File: src/rtl/tape_pkg.sv
// Shared encodings and default timing constants for the cassette FSK demodulator.
package tape_pkg;

  typedef enum logic [1:0] {
    ST_HUNT       = 2'd0,
    ST_WAIT_START = 2'd1,
    ST_DATA       = 2'd2,
    ST_STOP       = 2'd3
  } frame_state_t;

  typedef enum logic {
    HALF_S = 1'b0,
    HALF_L = 1'b1
  } half_t;

  localparam int CNT_W           = 16;
  localparam int DEF_SHORT_MAX   = 5000;
  localparam int DEF_TIMEOUT     = 10000;
  localparam int DEF_LEADER_BITS = 16;
  localparam int DEF_GLITCH_CLKS = 64;

endpackage

File: src/rtl/tape_debounce.sv
// Glitch filter: the output follows din only after din has differed from it for
// GLITCH_CLKS consecutive cycles. Built only when TAPE_DEMOD_GLITCH_EN is defined.
module tape_debounce
  import tape_pkg::*;
#(
  parameter int GLITCH_CLKS = DEF_GLITCH_CLKS
) (
  input  logic clk,
  input  logic reset,
  input  logic din,
  output logic dout
);

  localparam int GW = $clog2(GLITCH_CLKS + 1);

  logic          r_out;
  logic [GW-1:0] r_cnt;

  always_ff @(posedge clk) begin
    if (reset) begin
      r_out <= 1'b0;
      r_cnt <= '0;
    end else if (din == r_out) begin
      r_cnt <= '0;
    end else if (r_cnt == GW'(GLITCH_CLKS - 1)) begin
      r_out <= din;
      r_cnt <= '0;
    end else begin
      r_cnt <= r_cnt + 1'b1;
    end
  end

  assign dout = r_out;

endmodule

File: src/rtl/tape_demod.sv
// 1200 baud Acorn cassette FSK demodulator: edge-interval half classification,
// bit assembly and byte framing. Optional glitch filter under TAPE_DEMOD_GLITCH_EN.
module tape_demod
  import tape_pkg::*;
#(
  parameter int SHORT_MAX   = DEF_SHORT_MAX,
  parameter int TIMEOUT     = DEF_TIMEOUT,
  parameter int LEADER_BITS = DEF_LEADER_BITS,
  parameter int GLITCH_CLKS = DEF_GLITCH_CLKS
) (
  input  logic       clk,
  input  logic       reset,
  input  logic       tape_in,
  output logic [7:0] dout,
  output logic       data_valid,
  output logic       frame_err,
  output logic       carrier
);

  localparam int                LEAD_W  = $clog2(LEADER_BITS + 1);
  localparam logic [CNT_W-1:0]  C_SHORT = CNT_W'(SHORT_MAX);
  localparam logic [CNT_W-1:0]  C_TO    = CNT_W'(TIMEOUT);
  localparam logic [CNT_W-1:0]  C_TO_M1 = CNT_W'(TIMEOUT - 1);

  if (SHORT_MAX >= TIMEOUT || TIMEOUT > 65535 || LEADER_BITS < 1 || GLITCH_CLKS < 1)
  begin : g_bad_params
    $error("tape_demod: inconsistent timing parameters");
  end

  logic             r_sync1, r_sync2, r_lvl_prev, r_first;
  logic [CNT_W-1:0] r_cnt;
  logic             w_lvl, w_edge, w_timeout;
  logic             w_half_vld;
  half_t            w_half;
  logic             w_bit_vld, w_bit;
  logic [1:0]       w_pend_s_nx;
  logic             w_pend_l_nx;

  frame_state_t     r_state;
  logic [LEAD_W-1:0] r_lead;
  logic [2:0]       r_idx;
  logic [1:0]       r_pend_s;
  logic             r_pend_l;
  logic [7:0]       r_shift, r_dout;
  logic             r_dv, r_fe, r_carrier;

`ifdef TAPE_DEMOD_GLITCH_EN
  tape_debounce #(.GLITCH_CLKS(GLITCH_CLKS)) u_debounce (
    .clk   (clk),
    .reset (reset),
    .din   (r_sync2),
    .dout  (w_lvl)
  );
`else
  assign w_lvl = r_sync2;
`endif

  assign w_edge    = (w_lvl != r_lvl_prev);
  assign w_timeout = !w_edge && (r_cnt == C_TO_M1);

  // Synchronizer, edge detect and saturating interval counter
  always_ff @(posedge clk) begin
    if (reset) begin
      r_sync1    <= 1'b0;
      r_sync2    <= 1'b0;
      r_lvl_prev <= 1'b0;
      r_cnt      <= '0;
      r_first    <= 1'b1;
    end else begin
      r_sync1    <= tape_in;
      r_sync2    <= r_sync1;
      r_lvl_prev <= w_lvl;
      if (w_edge) begin
        r_cnt   <= '0;
        r_first <= 1'b0;
      end else if (r_cnt < C_TO) begin
        r_cnt <= r_cnt + 1'b1;
      end
      if (w_timeout) r_first <= 1'b1;
    end
  end

  // Half classification and bit assembly; an opposite half restarts the pending group
  always_comb begin
    w_half_vld  = w_edge && !r_first && (r_cnt < C_TO);
    w_half      = (r_cnt <= C_SHORT) ? HALF_S : HALF_L;
    w_bit_vld   = 1'b0;
    w_bit       = 1'b0;
    w_pend_s_nx = r_pend_s;
    w_pend_l_nx = r_pend_l;
    if (w_half_vld) begin
      if (w_half == HALF_S) begin
        if (r_pend_l) begin
          w_pend_l_nx = 1'b0;
          w_pend_s_nx = 2'd1;
        end else if (r_pend_s == 2'd3) begin
          w_bit_vld   = 1'b1;
          w_bit       = 1'b1;
          w_pend_s_nx = 2'd0;
        end else begin
          w_pend_s_nx = r_pend_s + 2'd1;
        end
      end else begin
        if (r_pend_s != 2'd0) begin
          w_pend_s_nx = 2'd0;
          w_pend_l_nx = 1'b1;
        end else if (r_pend_l) begin
          w_bit_vld   = 1'b1;
          w_bit       = 1'b0;
          w_pend_l_nx = 1'b0;
        end else begin
          w_pend_l_nx = 1'b1;
        end
      end
    end
  end

  // Frame FSM with registered outputs
  always_ff @(posedge clk) begin
    if (reset) begin
      r_state   <= ST_HUNT;
      r_lead    <= '0;
      r_idx     <= '0;
      r_pend_s  <= '0;
      r_pend_l  <= 1'b0;
      r_carrier <= 1'b0;
      r_dv      <= 1'b0;
      r_fe      <= 1'b0;
      r_dout    <= 8'h00;
    end else begin
      r_dv <= 1'b0;
      r_fe <= 1'b0;
      if (w_timeout) begin
        r_state   <= ST_HUNT;
        r_carrier <= 1'b0;
        r_pend_s  <= '0;
        r_pend_l  <= 1'b0;
        r_lead    <= '0;
        r_idx     <= '0;
      end else begin
        r_pend_s <= w_pend_s_nx;
        r_pend_l <= w_pend_l_nx;
        if (w_bit_vld) begin
          unique case (r_state)
            ST_HUNT: begin
              if (!w_bit) begin
                r_lead <= '0;
              end else if (r_lead == LEAD_W'(LEADER_BITS - 1)) begin
                r_lead    <= '0;
                r_carrier <= 1'b1;
                r_state   <= ST_WAIT_START;
              end else begin
                r_lead <= r_lead + 1'b1;
              end
            end
            ST_WAIT_START: begin
              if (!w_bit) begin
                r_idx   <= '0;
                r_state <= ST_DATA;
              end
            end
            ST_DATA: begin
              r_idx <= r_idx + 3'd1;
              if (r_idx == 3'd7) r_state <= ST_STOP;
            end
            ST_STOP: begin
              if (w_bit) begin
                r_dout <= r_shift;
                r_dv   <= 1'b1;
              end else begin
                r_fe <= 1'b1;
              end
              r_state <= ST_WAIT_START;
            end
          endcase
        end
      end
    end
  end

  always_ff @(posedge clk) begin
    if (w_bit_vld && (r_state == ST_DATA)) r_shift <= {w_bit, r_shift[7:1]};
  end

  assign dout       = r_dout;
  assign data_valid = r_dv;
  assign frame_err  = r_fe;
  assign carrier    = r_carrier;

endmodule

File: config.mk
export PLATFORM = sky130hd
export DESIGN_NAME = tape_demod
export DESIGN_NICKNAME = d
export VERILOG_FILES = /design/src/rtl/tape_pkg.sv /design/src/rtl/tape_debounce.sv /design/src/rtl/tape_demod.sv
export SDC_FILE = /design/constraint.sdc
export NUM_CORES = 1
export LEC_CHECK = 0
export ABC_AREA = 1
export ABC_CLOCK_PERIOD_IN_PS = 2300
export CAP_MARGIN = 5
export CORE_AREA = 5 5 75 70
export CTS_CLUSTER_DIAMETER = 50
export DETAILED_ROUTE_END_ITERATION = 8
export DIE_AREA = 0 0 80 75
export PLACE_DENSITY = 0.76
export SLEW_MARGIN = 20
export SYNTH_ARGS = -nofsm -noshare
export SYNTH_HDL_FRONTEND = slang
export SYNTH_SLANG_ARGS = --single-unit
File: constraint.sdc
create_clock -name clk -period 2.3 [get_ports clk]
set_input_delay 0.46 -clock clk [delete_from_list [all_inputs] [get_ports clk]]
set_output_delay 0.46 -clock clk [all_outputs]
set_load 0.01 [all_outputs]
==> results of run 1 <==
-- stage by stage --
step	instances	cell area, um^2	total power, uW	util (%)
2_1_floorplan	309	2440	988	-
3_3_place_gp	385	2660	1000	60.8
3_5_place_dp	385	2660	1010	60.8
4_1_cts	393	2760	1540	63.0
5_1_grt	393	2760	1590	63.0
6_report	393	2760	1520	63.0
-- Yosys cell counts, types with 2 or more instances --
cell / instances
a21oi_1: 17
nand2_1: 44
a31oi_1: 2
edfxtp_1: 8
nor2_1: 57
inv_2: 4
o21ai_0: 18
or2_2: 5
nor3_1: 5
nand4_1: 4
inv_1: 37
nand3_1: 15
nor3b_1: 2
nor2_2: 8
dfxtp_1: 44
nand3_2: 2
nor2_4: 4
xor2_1: 6
ha_1: 11
nand2_2: 6
-- layout make-up --
| type | count | area (um^2) |
|---|---|---|
| Clock buffer | 5 | 68.8 |
| Multi-Input combinational cell | 213 | 1150 |
| Fill cell | 413 | 1620 |
| Tap cell | 62 | 77.6 |
| Inverter | 42 | 160 |
| Sequential cell | 52 | 1120 |
| Timing Repair Buffer | 16 | 153 |
| Clock inverter | 3 | 27.5 |
-- metal layers --
| layer | vias up | track usage (%) | part of all wire, % |
|---|---|---|---|
| li1 | 1028 | - | - |
| met1 | 844 | 21.4 | 51 |
| met2 | 24 | 25.4 | 44 |
| met3 | 2 | 3.95 | 4.0 |
| met4 | 0 | 4.50 | 0.56 |
| met5 | - | 0 | 0 |
-- worst max-delay path, stage by stage (launching register included) --
cell and delay (ps):
dfxtp_1 340, nor2_2 190, nand2_1 120, nand3_2 110, nand2_4 90, nor2_4 160, nand2_1 90, inv_1 80
nand2_2 100, nor2_1 110, buf_4 180
-- registers in the layout, summed over array words and instances, names as in the netlist --
register,flops
r_sync2,1
r_first,1
r_cnt,16
frame_err,1
r_state,2
r_idx,3
dout,8
data_valid,1
carrier,1
r_lvl_prev,1
r_pend_s,2
r_pend_l,1
r_lead,5
r_sync1,1
r_shift,8
-- worst max path at each step --
stage / startpoint / end / slack (ps) / cells past startpoint
global route: r_cnt[4]$_SDFFE_PP0N_ / r_lead[0]$_SDFFE_PP0P_ / 280 / 10
floorplan: r_cnt[4]$_SDFFE_PP0N_ / r_shift[0]$_DFFE_PP_ / 460 / 9
global placement: reset / r_pend_s[0]$_SDFFE_PP0P_ / 310 / 6
finish: r_cnt[4]$_SDFFE_PP0N_ / r_shift[7]$_DFFE_PP_ / 460 / 10
detailed placement: reset / r_pend_s[0]$_SDFFE_PP0P_ / 270 / 6
CTS: r_cnt[4]$_SDFFE_PP0N_ / r_shift[7]$_DFFE_PP_ / 450 / 10
-- power by group through the flow --
stage	sequential, uW	clock (uW)	combinational (uW)
final	935	532	49.3
after global routing	937	594	57.9
after CTS	935	553	49.5
after detailed placement	956	0	48.9
after global placement	956	0	48.6
after floorplan	955	0	33.4
-- kinds of logic (layout without fill, tap and decap cells) --
family                     Yosys count  after routing  synth area share [%]
AOI/OAI and AO/OA                   39             39                  8.32
and+or+nand+nor                    157            157                  31.0
DFF                                 52             52                  46.0
xor gates and xnor gates             6              6                  2.16
adders and majority gates           11             11                  5.65
buffers and inverters               44             66                  6.93
==> impl_metrics.py, run 1 <==
metrics = {
    "run_status": {
        "outcome": "finished clean",
    },
    "power_and_ir_drop": {
        "p_seq_share_pct": 61.7,
        "pwr-share-clk_pct": 35.1,
        "swShare_pct": 22.8,
        "power_leakage_uw": 0.00109,
        "internal_power_uw": 1170,
        "power_density_nw_per_um2": 550,
        "vdd_drop_max_mv": 0.341,
        "switchingPower_uw": 346,
        "p_comb_share_pct": 3.3,
    },
    "cts": {
        "cts_setup_buffers": 0,
        "cts_sinks": 52,
        "root_buffer": "clkbuf_8",
        "cts.clk_slew.worst_paths_ps": 100,
        "clk_path_buf_depth": 2,
        "cts_max_level": 2,
        "worstSkewPairLatency_ps": 300,
        "ctsHoldBuffers": 0,
        "cts_tree": "built",
        "ctsResizeCount": 0,
        "cts_buffers": 5,
    },
    "finish": {
        "finalNetCount": 344,
        "area_growth_syn_to_layout_pct": 13.0,
        "drive_above_1_share_pct": 13.3,
        "final_common_cell": "nor2_1",
        "num_antenna_cells": 0,
        "final_cell_mix": "57 x nor2_1, 44 x nand2_1, 44 x dfxtp_1",
    },
    "setup_path": {
        "r2r_setup_slack_ps": 460,
        "cp_max_fo": 8,
        "cp.required_ps": 2320,
        "end_kind": "flop",
        "rr_startpoint": "r_cnt[4]$_SDFFE_PP0N_",
        "crit_path_start_kind": "flop",
        "critPathKind": "flop to flop",
        "ff2ff_path_depth": 10,
        "r2r-end": "r_shift[7]$_DFFE_PP_",
        "cp.arrival_ps": 1860,
    },
    "timing": {
        "period_share_pct": 80.2,
        "setup_viol": 0,
        "hold_violations": 0,
        "fin_crit_ps": 1840,
        "max_freq_mhz": 542,
        "rsz0062_at_grt": "no",
        "finClkSkew_ps": 9.80,
        "layout_setup_ws_ps": 456,
        "holdWs_ps": 411,
        "slew_headroom_pct": 72.9,
        "tightest_slew_ps": 404,
        "report.final.slew_viol_count": 0,
        "setup-tns-final_ps": 0,
    },
    "synthesis": {
        "synthFlopType": "dfxtp_1",
        "synth.area.top_cells": "dfxtp_1 36%, edfxtp_1 9.9%, nor2_1 8.8%, nand2_1 6.8%, inv_1 5.7%",
        "syn_nets": 323,
        "ys_seq_area_share_pct": 46.0,
        "synth_area_leader_cell": "dfxtp_1",
        "syn-cell-area_um2": 2440,
        "avgSynthCellArea_um2": 7.89,
        "synth-edff-count": 8,
        "ys_warn_count": 0,
        "synth_cell_types": 30,
        "synth_top_area_share_pct": 36.1,
        "synth_cells": 309,
        "ys_async_sr_fraction_pct": 0,
        "synth_seq_cells": 52,
    },
    "drt": {
        "drc": 0,
        "postRouteAntennaNets": 0,
        "routed_via_density": 4.83,
        "drt_wl_total_um": 4140,
        "drt-initial-drc-count": 94,
        "wl_per_cell_um": 10.5,
        "dr_total_vias": 1898,
        "drtPass1Iterations": 4,
    },
    "grt": {
        "antenna_found_initial": 0,
        "grt_usage_pct": 15.8,
        "grt_pass1_wl_um": 7500,
        "first_global_vias": 1753,
        "grt-ovfl-total": 0,
        "grt_max_degree": 19,
    },
    "hold_path": {
        "hp-start": "r_sync1$_SDFF_PP0_",
        "holdPathStages": 2,
        "hold_path.class": "flop to flop",
        "hold_end": "r_sync2$_SDFF_PP0_",
    },
    "die": {
        "die_y_um": 75,
        "core_um2": 4370,
        "ios": 14,
        "initial_core_util_pct": 55.7,
        "rows": 23,
        "die_w_um": 80,
        "dieArea_um2": 6000,
    },
    "placed_design": {
        "gp_congestion": 0.866,
        "portBuffers": 13,
        "dp_hpwl_um": 3160,
        "post-place-ws_ps": 267,
    },
    "flow_run": {
        "drv_cap": 0,
    },
}
(Power assumes the default switching activity.)
==> run 2: changes to the inputs <==
--- a/config.mk
+++ b/config.mk
@@ -6,13 +6,13 @@
 export NUM_CORES = 1
 export LEC_CHECK = 0
 export ABC_AREA = 1
-export ABC_CLOCK_PERIOD_IN_PS = 2300
+export ABC_CLOCK_PERIOD_IN_PS = 1600
 export CAP_MARGIN = 5
-export CORE_AREA = 5 5 75 70
+export CORE_AREA = 5 5 78 73
 export CTS_CLUSTER_DIAMETER = 50
 export DETAILED_ROUTE_END_ITERATION = 8
-export DIE_AREA = 0 0 80 75
-export PLACE_DENSITY = 0.76
+export DIE_AREA = 0 0 83 78
+export PLACE_DENSITY = 0.73
 export SLEW_MARGIN = 20
 export SYNTH_ARGS = -nofsm -noshare
 export SYNTH_HDL_FRONTEND = slang
==> constraint.sdc (replaced) <==
create_clock -name clk -period 1.6 [get_ports clk]
set_input_delay 0.32 -clock clk [delete_from_list [all_inputs] [get_ports clk]]
set_output_delay 0.32 -clock clk [all_outputs]
set_load 0.01 [all_outputs]
==> impl_metrics.py, run 2 (synthesis gave the netlist of run 1 again) <==
metrics = {
    "die": {
        "core_um2": 4740,
        "dieArea_um2": 6470,
        "die_y_um": 78,
        "ios": 14,
        "die_w_um": 83,
        "initial_core_util_pct": 51.4,
        "rows": 24,
    },
    "placed_design": {
        "placed_area_um2": 2980,
        "gp_congestion": 0.864,
        "dp_hpwl_um": 3800,
        "portBuffers": 13,
    },
    "grt": {
        "grt_usage_pct": 17.7,
        "antenna_found_initial": 0,
        "grt-ovfl-total": 0,
        "first_global_vias": 2142,
        "grt_pass1_wl_um": 9640,
        "grt_max_degree": 18,
    },
    "drt": {
        "postRouteAntennaNets": 0,
        "drt_wl_total_um": 6810,
        "drtPass1Iterations": 5,
        "drt-initial-drc-count": 216,
        "wl_per_cell_um": 15.2,
        "drc": 0,
        "routed_via_density": 5.32,
        "dr_total_vias": 2385,
    },
    "finish": {
        "finalNetCount": 396,
        "multiInputGateArea_um2": 1450,
        "final_common_cell": "nor2_1",
        "area_growth_syn_to_layout_pct": 44.7,
        "num_antenna_cells": 0,
        "final_cell_area_um2": 3530,
        "drive_above_1_share_pct": 43.6,
        "fillCellCount": 331,
        "final_cell_mix": "45 x nor2_1, 43 x buf_4, 32 x inv_1, 32 x dfxtp_1, 30 x nand2_1",
        "largest_reg_flops": 16,
        "register_area_um2": 1140,
        "top_register": "r_cnt",
    },
    "power_and_ir_drop": {
        "p_comb_share_pct": 5.2,
        "power_leakage_uw": 0.00146,
        "pwr-share-clk_pct": 34.2,
        "power_density_nw_per_um2": 630,
        "switchingPower_uw": 529,
        "internal_power_uw": 1690,
        "vdd_drop_max_mv": 0.501,
        "swShare_pct": 23.8,
        "finalPower_uw": 2220,
        "p_seq_share_pct": 60.6,
    },
    "cts": {
        "ctsHoldBuffers": 0,
        "cts_max_level": 2,
        "root_buffer": "clkbuf_8",
        "worstSkewPairLatency_ps": 310,
        "cts_sinks": 52,
        "cts_buffers": 5,
        "cts_tree": "built",
        "clk_path_buf_depth": 2,
        "cts.clk_slew.worst_paths_ps": 100,
    },
    "setup_path": {
        "end_kind": "flop",
        "cp.arrival_ps": 2060,
        "cp_max_fo": 5,
        "cp.required_ps": 1830,
        "critPathKind": "flop to flop",
        "crit_path_start_kind": "flop",
    },
    "timing": {
        "slew_headroom_pct": 67.2,
        "setup_viol": 42,
        "period_share_pct": 114,
        "max_freq_mhz": 549,
        "rsz0062_at_grt": "yes",
        "hold_violations": 0,
        "layout_setup_ws_ps": -222,
        "finClkSkew_ps": 3.67,
        "tightest_slew_ps": 492,
        "fin_crit_ps": 1820,
        "report.final.slew_viol_count": 0,
        "holdWs_ps": 413,
    },
    "hold_path": {
        "hold_path.class": "flop to flop",
    },
    "flow_run": {
        "drv_cap": 0,
    },
    "run_status": {
        "violations": "negative setup slack",
        "outcome": "finished with violations",
    },
}
run 2: cell types whose count changed in the layout (fill, tap and decap cells not counted), moves of 7 or more:
cell | before | now
dfxtp_2 | 0 | 12
nor2_1 | 57 | 45
buf_6 | 0 | 9
nand2_1 | 44 | 30
dfxtp_1 | 44 | 32
nand3_2 | 2 | 11
buf_4 | 3 | 43
nand2_4 | 1 | 8
nor2_4 | 4 | 13
nand3_1 | 15 | 6
nand2_2 | 6 | 13
o21ai_0 | 18 | 8
run 2: final timing paths:
check / start / endpoint / slack [ps] / cells after the start
worst min register to register: r_sync1$_SDFF_PP0_ / r_sync2$_SDFF_PP0_ / 410 / 2
worst max register to register: r_cnt[14]$_SDFFE_PP0N_ / r_lead[1]$_SDFFE_PP0P_ / -220 / 12
worst max-delay path: r_cnt[14]$_SDFFE_PP0N_ / r_lead[1]$_SDFFE_PP0P_ / -220 / 12
worst min-delay path: r_sync1$_SDFF_PP0_ / r_sync2$_SDFF_PP0_ / 410 / 2
run 2: stage by stage:
step,cells,worst slack [ps],utilization [%],setup TNS (ps)
5_1_grt,448,-340,74.3,-9690
4_1_cts,438,-124,68.8,-2550
2_1_floorplan,309,1.19,-,0
3_3_place_gp,426,-74.4,62.8,-1110
3_5_place_dp,426,-147,62.8,-2780
6_report,448,-222,74.3,-5500
run 2: critical path, cell delays in order, from the launching register on:
cell	delay [ps]
dfxtp_2	350
nor2_4	140
nand2_4	90
nor2_4	140
nand2_2	120
nand3_2	130
nand2_2	80
inv_2	90
nand2_4	70
buf_6	130
nor2_4	150
nand3_2	90
a21oi_1	170
run 2: cell type report:
| cell class | count | area share (%) |
|---|---|---|
| timing repair buffer | 67 | 17.0 |
| timing repair inverter | 1 | 0.142 |
| multi-input combinational | 213 | 41.1 |
| clock buffer | 5 | 1.95 |
| tap | 65 | 2.31 |
| clock inverter | 3 | 0.603 |
| inverter | 42 | 4.72 |
| sequential | 52 | 32.2 |
run 2: per-layer routing:
layer / up-vias / global-route usage, % / wire length (um) / part of all wire (%)
met1: 1137 / 22.9 / 2840 / 42
met3: 23 / 4.13 / 407 / 6.0
li1: 1128 / - / - / -
met4: 0 / 4.58 / 193 / 2.8
met2: 97 / 30.0 / 3360 / 49
met5: - / 0 / 0 / 0
run 2: power groups by stage:
stage / combinational (uW) / clock (uW) / sequential, uW
final: 115 / 761 / 1350
after global routing: 123 / 853 / 1350
after CTS: 97.0 / 786 / 1340
after detailed placement: 90.0 / 0 / 1370
after global placement: 88.2 / 0 / 1370
after floorplan: 48.0 / 0 / 1370
run 2: timing repair:
item                                   in CTS  in global routing
setup endpoints to repair                  35                 43
pin swaps                                  19                 35
gates resized for setup                    44                 67
gates cloned                                0                  1
setup buffers                               4                 11
endpoints found under the hold margin       0                  0
==> run 3: changes to the inputs <==
--- a/config.mk
+++ b/config.mk
@@ -13,6 +13,7 @@
 export DETAILED_ROUTE_END_ITERATION = 8
 export DIE_AREA = 0 0 83 78
 export PLACE_DENSITY = 0.73
+export SETUP_SLACK_MARGIN = 0.15
 export SLEW_MARGIN = 20
 export SYNTH_ARGS = -nofsm -noshare
 export SYNTH_HDL_FRONTEND = slang
==> impl_metrics.py, run 3 (synthesis gave the netlist of run 1 again) <==
metrics = {
    "run_status": {
        "outcome": "finished with violations",
        "violations": "negative setup slack",
    },
    "drt": {
        "drc": 0,
        "routed_via_density": 5.13,
        "wl_per_cell_um": 13.6,
        "dr_total_vias": 2276,
        "drtPass1Iterations": 4,
        "postRouteAntennaNets": 0,
        "drt-initial-drc-count": 132,
        "drt_wl_total_um": 6040,
    },
    "setup_path": {
        "ff2ff_path_depth": 11,
        "end_kind": "flop",
        "crit_start": "r_cnt[4]$_SDFFE_PP0N_",
        "cp_max_fo": 5,
        "crit_path_start_kind": "flop",
        "cp.arrival_ps": 1990,
        "critPathKind": "flop to flop",
        "rr_startpoint": "r_cnt[4]$_SDFFE_PP0N_",
        "cp.required_ps": 1820,
    },
    "grt": {
        "first_global_vias": 2090,
        "antenna_found_initial": 0,
        "grt_max_degree": 19,
        "grt_pass1_wl_um": 9370,
        "grt-ovfl-total": 0,
        "grt_usage_pct": 17.4,
    },
    "die": {
        "initial_core_util_pct": 51.4,
        "die_w_um": 83,
        "ios": 14,
        "core_um2": 4740,
        "dieArea_um2": 6470,
        "rows": 24,
        "die_y_um": 78,
    },
    "power_and_ir_drop": {
        "finalPower_uw": 2260,
        "vdd_drop_max_mv": 0.429,
        "power_density_nw_per_um2": 663,
        "power_leakage_uw": 0.00143,
    },
    "timing": {
        "layout_setup_ws_ps": -169,
        "slew_headroom_pct": 82.3,
        "finClkSkew_ps": 13.3,
        "max_freq_mhz": 565,
        "setup_viol": 32,
        "hold_violations": 0,
        "period_share_pct": 111,
        "rsz0062_at_grt": "yes",
        "tightest_slew_ps": 264,
        "report.final.slew_viol_count": 0,
        "fin_crit_ps": 1770,
    },
    "finish": {
        "num_antenna_cells": 0,
        "top_register": "r_cnt",
        "finalNetCount": 392,
        "fillCellCount": 345,
        "area_growth_syn_to_layout_pct": 40.0,
        "final_cell_mix": "49 x nor2_1, 43 x buf_4, 37 x dfxtp_1",
        "drive_above_1_share_pct": 39.1,
        "final_common_cell": "nor2_1",
        "largest_reg_flops": 16,
    },
    "cts": {
        "cts.clk_slew.worst_paths_ps": 100,
        "cts_max_level": 2,
        "cts_tree": "built",
        "worstSkewPairLatency_ps": 310,
        "cts_sinks": 52,
        "cts_buffers": 5,
        "root_buffer": "clkbuf_8",
        "clk_path_buf_depth": 2,
    },
    "hold_path": {
        "hp-start": "r_sync1$_SDFF_PP0_",
        "hold_path.class": "flop to flop",
        "holdPathStages": 2,
    },
    "placed_design": {
        "portBuffers": 13,
        "gp_congestion": 0.814,
        "dp_hpwl_um": 3690,
        "post-place-ws_ps": -95.1,
    },
    "flow_run": {
        "drv_cap": 0,
    },
}
run 3: changes by cell type in the layout (fill, tap and decap cells not counted), sizes merged:
cell	previous run	this run
buf	54	50
dlygate4sd2	0	11
clkinvlp	3	2
clkdlybuf4s50	11	2
dlymetal6s2s	2	0
inv	42	43
run 3: path summary, 6_finish.rpt:
| path | to | slack [ps] |
|---|---|---|
| max | r_state[0]$_SDFFE_PP0P_ | -170 |
| min | r_sync2$_SDFF_PP0_ | 420 |
| max reg2reg | r_state[0]$_SDFFE_PP0P_ | -170 |
| min reg2reg | r_sync2$_SDFF_PP0_ | 420 |
run 3: power breakdown:
part,internal [uW],switching (uW),total (uW)
Clock,320,471,790
Combinational,56.8,73.0,130
Sequential,1330,9.19,1340
Total,1710,553,2260
run 3: final cells by class:
| type | instances | area, um^2 | area share, % |
|---|---|---|---|
| multi-input combinational | 213 | 1400 | 41.0 |
| sequential | 52 | 1130 | 33.2 |
| timing repair buffer | 63 | 527 | 15.4 |
| inverter | 42 | 170 | 4.99 |
| tap | 65 | 81.3 | 2.38 |
| clock buffer | 5 | 68.8 | 2.02 |
| clock inverter | 3 | 25.0 | 0.733 |
| timing repair inverter | 1 | 7.51 | 0.220 |
run 3: metal layers:
layer  GRT usage (%)  part of all wire, %  vias up
met5               0                    0        -
met4            6.21                  2.3        0
met3            4.56                  6.2       18
met2            26.4                   47       65
met1            24.0                   44     1069
li1                -                    -     1124
run 3: worst max-delay path: stages (launching register included):
cell	delay, ps
dfxtp_2	350
nor2_4	150
nand2_2	100
buf_4	140
buf_4	120
buf_4	130
nor3_4	120
nand3_2	120
nand2_4	140
clkinvlp_4	170
nand2_1	90
nor2_1	40
run 3: through the flow:
stage | cells | setup TNS [ps] | util [%] | hold WS, ps | area, um^2
after floorplan | 309 | 0 | - | 388 | 2500
after global placement | 416 | -625 | 61.9 | 399 | 2940
after detailed placement | 416 | -1150 | 61.9 | 407 | 2940
after CTS | 435 | -1630 | 67.8 | 423 | 3220
after global routing | 444 | -6700 | 71.9 | 447 | 3410
final | 444 | -3440 | 71.9 | 417 | 3410
run 3: timing repair:
action / CTS / global route
gates cloned: 1 / 0
buffers inserted: 10 / 9
pin swaps: 23 / 24
hold buffers: 0 / 0
setup endpoints to repair: 49 / 47
gates resized for setup: 46 / 37
endpoints found under the hold margin: 0 / 0
